## config.mk

```make
export PLATFORM = sky130hd
export DESIGN_NAME = ac97_sout
export DESIGN_NICKNAME = d
export VERILOG_FILES = /design/src/rtl/ac97_sout.sv
export SDC_FILE = /design/constraint.sdc
export NUM_CORES = 1
export LEC_CHECK = 0
export ABC_AREA = 1
export CORE_MARGIN = 5
export CORE_UTILIZATION = 50
export DETAILED_ROUTE_END_ITERATION = 16
export MAX_ROUTING_LAYER = met4
export PLACE_DENSITY_LB_ADDON = 0.15
export SETUP_SLACK_MARGIN = 0.5
export SKIP_LAST_GASP = 1
export SYNTH_ARGS = -nofsm -noshare
export SYNTH_HDL_FRONTEND = slang
export SYNTH_SLANG_ARGS = --single-unit
```

## constraint.sdc

```tcl
create_clock -name clk -period 3.1 [get_ports clk]
set_input_delay 0.62 -clock clk [delete_from_list [all_inputs] [get_ports clk]]
set_output_delay 0.62 -clock clk [all_outputs]
set_load 0.005 [all_outputs]
```

## src/rtl/ac97_sout.sv

```systemverilog
// AC97 serial output framer: 256-bit frames with SYNC, MSB-first slot data,
// a frame-start pulse and per-slot load strobes for the serial input side.
module ac97_sout #(
  parameter int unsigned LE_OFS = 1
) (
  input  logic        clk,
  input  logic        rst,
  input  logic        en,
  input  logic [15:0] slt0,
  input  logic [19:0] slt1,
  input  logic [19:0] slt2,
  input  logic [19:0] slt3,
  input  logic [19:0] slt4,
  output logic        sync,
  output logic        sdata_out,
  output logic        frame_start,
  output logic [4:0]  out_le,
  output logic        busy
);

  localparam logic ST_IDLE = 1'b0;
  localparam logic ST_RUN  = 1'b1;

  logic        state_q, state_d;
  logic [7:0]  bit_cnt_q, bit_cnt_d;
  logic [95:0] hold_q, hold_d;
  logic        sync_q, sync_d;
  logic        sdata_q, sdata_d;
  logic        frame_start_q, frame_start_d;
  logic [4:0]  out_le_q, out_le_d;
  logic        busy_q, busy_d;
  logic        run_d;
  logic [6:0]  bit_idx;

  always_comb begin
    state_d   = state_q;
    bit_cnt_d = bit_cnt_q;
    hold_d    = hold_q;
    case (state_q)
      ST_IDLE: begin
        if (en) begin
          state_d   = ST_RUN;
          bit_cnt_d = 8'd255;
        end
      end
      default: begin
        // en only matters on the edge leaving bit 254; elsewhere the frame runs on
        if (bit_cnt_q == 8'd254 && !en) begin
          state_d   = ST_IDLE;
          bit_cnt_d = '0;
        end else begin
          bit_cnt_d = bit_cnt_q + 8'd1;
          if (bit_cnt_q == 8'd255) begin
            hold_d = {slt0, slt1, slt2, slt3, slt4};
          end
        end
      end
    endcase

    // Outputs are derived from next-state values so the registered pins line
    // up with the bit counter of the cycle they are presented in.
    run_d         = (state_d == ST_RUN);
    busy_d        = run_d;
    sync_d        = run_d && (bit_cnt_d == 8'd255 || bit_cnt_d <= 8'd14);
    frame_start_d = run_d && (bit_cnt_d == 8'd0);
    bit_idx       = 7'(8'd95 - bit_cnt_d);
    sdata_d       = 1'b0;
    if (run_d && bit_cnt_d < 8'd96) begin
      sdata_d = hold_d[bit_idx];
    end
    for (int unsigned k = 0; k < 5; k++) begin
      out_le_d[k] = run_d && (bit_cnt_d == 8'(15 + 20 * k + LE_OFS));
    end
  end

  always_ff @(posedge clk) begin
    if (!rst) begin
      state_q       <= ST_IDLE;
      bit_cnt_q     <= '0;
      hold_q        <= '0;
      sync_q        <= 1'b0;
      sdata_q       <= 1'b0;
      frame_start_q <= 1'b0;
      out_le_q      <= '0;
      busy_q        <= 1'b0;
    end else begin
      state_q       <= state_d;
      bit_cnt_q     <= bit_cnt_d;
      hold_q        <= hold_d;
      sync_q        <= sync_d;
      sdata_q       <= sdata_d;
      frame_start_q <= frame_start_d;
      out_le_q      <= out_le_d;
      busy_q        <= busy_d;
    end
  end

  assign sync        = sync_q;
  assign sdata_out   = sdata_q;
  assign frame_start = frame_start_q;
  assign out_le      = out_le_q;
  assign busy        = busy_q;

endmodule

```

==> impl_metrics.csv <==
group,metric,value,unit
die,io_pins,108,
route,wl_per_cell,14.40,um
global_route,grt_antenna_before_repair,0,
global_route,grt_util_all_layers,23.28,%
synth,synthArstFlopShare,0,%
synth,synth_area_leaders,"sky130_fd_sc_hd__dfxtp_1 (39%), sky130_fd_sc_hd__nand2_1 (17%), sky130_fd_sc_hd__nand3_1 (7.1%)",
synth,synthesis.nets,969,
power_and_ir_drop,peak_supply_drop,310.6,uV
worst_setup_path,endpoint_kind,"register",
sta,timing.clock.skew,9.574,ps
global_route,grt_start_max_net_pins,105,
cts,clock_tree.root_cell,"sky130_fd_sc_hd__clkbuf_16",
sta,tightestPinTransition,587.3,ps
worst_setup_path,critPathTopFamily,"simple AND/OR/NAND/NOR gates",
die,die_y,117.4,um
cts,worstSkewPairLatency,410,ps
cts,htreeDepth,4,
sta,f_max,0.4157,GHz
die,effective_utilization_at_floorplan,50.76,%
final_layout,layout-drive-gt1-share,8.878,%
sta,slew_headroom,60.80,%
route,drtAntennaViolNets,0,
place,gp_congestion,0.9191,
worst_setup_path,crit_path_start_kind,"primary input",
power_and_ir_drop,pwr_total,4.215,mW
die,core_region_area,11370,um2
cts,tritoncts,"built",
synth,synth.ff_latch_count,113,
synth,synthDistinctLibCells,37,
final_layout,syn_to_final_growth,33.17,%
synth,postSynthCellCount,866,
sta,finalSetupViolations,0,
worst_setup_path,max_stage_delay,450,ps
synth,postSynthAreaPerCell,6.665,um2
sta,finalSetupTns,0,ps
synth,ys.flop_type,"sky130_fd_sc_hd__dfxtp_1",
route,drt_first_pass_iters,5,
route,avgViaCountPerCell,5.142,
place,dp_hpwl,10520,um
status,outcome,"finished clean",
sta,minimum_clock_period_after_layout,2406,ps
cts,ctsHoldBuffers,0,
synth,library_cell_with_the_highest_instance_count_after_synthesis,"sky130_fd_sc_hd__nand2_1",
global_route,global_route_congestion_overflow_total,0,
sta,finalCritPeriodShare,77.60,%
synth,yosysWarnings,0,
global_route,grt_pass1_wl,26110,um
route,num_vias,5774,
worst_setup_path,crit_fanout,7,
route,routed_wirelength,16170,um
worst_setup_path,wp_data_required,3450,ps
sta,grt_setup_unrepaired,"no",
synth,synth.top_cell.area_share,39.19,%
worst_setup_path,worstPathArrival,2750,ps
worst_setup_path,critical-path-top-cell-by-count,"sky130_fd_sc_hd__nor2_1",
worst_setup_path,slowest_stage_cell_on_the_critical_path,"sky130_fd_sc_hd__clkdlybuf4s50_1",
synth,ys_seq_area_share,39.19,%
sta,timing_hold_violations_final,0,
global_route,via_count_of_the_first_global_routing_pass,5396,
job,max-cap-violations,0,
worst_setup_path,worst-path-buf-inv,3,
synth,yosys.area.top_type,"sky130_fd_sc_hd__dfxtp_1",
power_and_ir_drop,power.leakage,3.565,nW
worst_setup_path,cell_chain_critical_path,"clkdlybuf4s50_1 > inv_2 > nand2_1 > nor2_1 > nand2_2 > nand2_2 > nor2_1 > nor2_2 > inv_1 > nor2_2 > nand2_1 > nand2_1 > o21ai_1 > nand3_1 > nor2_1 > nor2_1",
route,remaining_drc_errors,0,
final_layout,finalNetCount,1070,
worst_hold_path,holdCritPathClass,"reg -> reg",
place,port_buffers,107,
synth,netlist_area,5772,um2
die,floorplan.die.width,117.4,um
die,core.rowCount,39,
sta,finalMaxSlewViolations,0,
die,die_area,13790,um2
power_and_ir_drop,power_density,548.3,nW/um2
cts,cts_inserted_buffers,17,
worst_setup_path,critical_path_type,"in -> reg",
synth,number_of_flops_mapped_to_enable_cells_by_yosys,0,
synth,synth_common_cells,"sky130_fd_sc_hd__nand2_1 (259), sky130_fd_sc_hd__dfxtp_1 (113), sky130_fd_sc_hd__nor2_1 (93)",
cts,ctsLongestPathBuffers,2,
cts,clkTransAtPathRegs,50,ps
route,dr.first_iter.drc_count,469,
cts,tritoncts_num_sinks,113,
final_layout,diodes,0,
## kinds of logic after synthesis
kind of cell | share of synthesized area, %
flops | 39.19
simple gates | 35.25
xor+xnor | 0.6069
compound gates | 11.51
buf+inv | 12.57
fa+ha+maj | 0.8671
## tightest hold or removal path, cell delays in order (launching register included)
cell,delay (ps)
sky130_fd_sc_hd__dfxtp_1,290
sky130_fd_sc_hd__nand2_1,70
sky130_fd_sc_hd__a21oi_1,60
## metal layers
| metal | vias up | global-route usage (%) | wire, um |
|---|---|---|---|
| met4 | 0 | 7.687 | 269 |
| met1 | 2602 | 30.25 | 7306 |
| met2 | 194 | 36.35 | 7625 |
| met5 | - | - | 0 |
| met3 | 24 | 4.668 | 971 |
| li1 | 2954 | - | - |
## flip-flops by register name, indices dropped and copies added (netlist names)
register     cells
out_le           5
hold_q          96
bit_cnt_q        8
busy             1
sync             1
sdata_out        1
frame_start      1
## cells in the final DEF, fill, tap and decap left out, types with 3 or more instances in the layout
cell                              count
sky130_fd_sc_hd__buf_12               6
sky130_fd_sc_hd__buf_6                3
sky130_fd_sc_hd__o21ai_1             43
sky130_fd_sc_hd__nor3_1               3
sky130_fd_sc_hd__clkinvlp_4           3
sky130_fd_sc_hd__nand4_1             22
sky130_fd_sc_hd__inv_2                5
sky130_fd_sc_hd__nor2_2               3
sky130_fd_sc_hd__o21a_1               5
sky130_fd_sc_hd__nor2_1              93
sky130_fd_sc_hd__a21oi_1             38
sky130_fd_sc_hd__clkdlybuf4s50_1    107
sky130_fd_sc_hd__ha_1                 3
sky130_fd_sc_hd__dfxtp_1            113
sky130_fd_sc_hd__o21ai_0             20
sky130_fd_sc_hd__bufinv_16            4
sky130_fd_sc_hd__inv_1               90
sky130_fd_sc_hd__buf_4               12
sky130_fd_sc_hd__nand2_2              4
sky130_fd_sc_hd__nand2_1            258
sky130_fd_sc_hd__o21ai_2              3
sky130_fd_sc_hd__clkbuf_16           20
sky130_fd_sc_hd__xor2_1               4
sky130_fd_sc_hd__nor2_4               4
sky130_fd_sc_hd__clkinv_2             3
sky130_fd_sc_hd__o211ai_1             5
sky130_fd_sc_hd__nand3_1             82
## report_power, final
part,internal (mW),switching (mW),leakage [nW]
logic,0.289,0.361,2.35
registers,1.47,0.0170,0.912
clock network,1.39,0.695,0.305
## timing repair
item                                    in CTS  in global routing
endpoints found under the hold margin        0                  0
endpoints found under the setup margin       0                  2
buffers inserted                             0                  1
resized for setup                            0                 16
## cell type report
class / count / area, um2
inverter: 96 / 360.3
fill: 994 / 3684
clock inverter: 13 / 183.9
timing repair buffer: 133 / 1433
sequential: 113 / 2262
clock buffer: 19 / 452.9
tap: 143 / 178.9
multi-input combinational: 606 / 2815
## metrics by stage
| stage | setup slack [ps] | hold WS [ps] | std cells | instance area (um2) | util, % |
|---|---|---|---|---|---|
| after detailed placement | 245.1 | 465.0 | 1085 | 6889 | 60.59 |
| final | 694.4 | 472.4 | 1123 | 7686 | 67.60 |
| after global routing | 471.7 | 488.0 | 1123 | 7686 | 67.60 |
| after floorplan | 964.8 | 451.1 | 866 | 5772 | - |
| after CTS | 630.8 | 473.1 | 1117 | 7526 | 66.19 |
| after global placement | 245.9 | 460.2 | 1085 | 6889 | 60.59 |
## path summary, 6_finish.rpt
path,start,slack (ps),end,cells past startpoint
setup / recovery,en,690,sdata_out,16
hold / removal,hold_q[40],470,hold_q[40],2
hold reg to reg,hold_q[40],470,hold_q[40],2
setup reg to reg,bit_cnt_q[0],710,sdata_out,15
(Power assumes the default switching activity.)
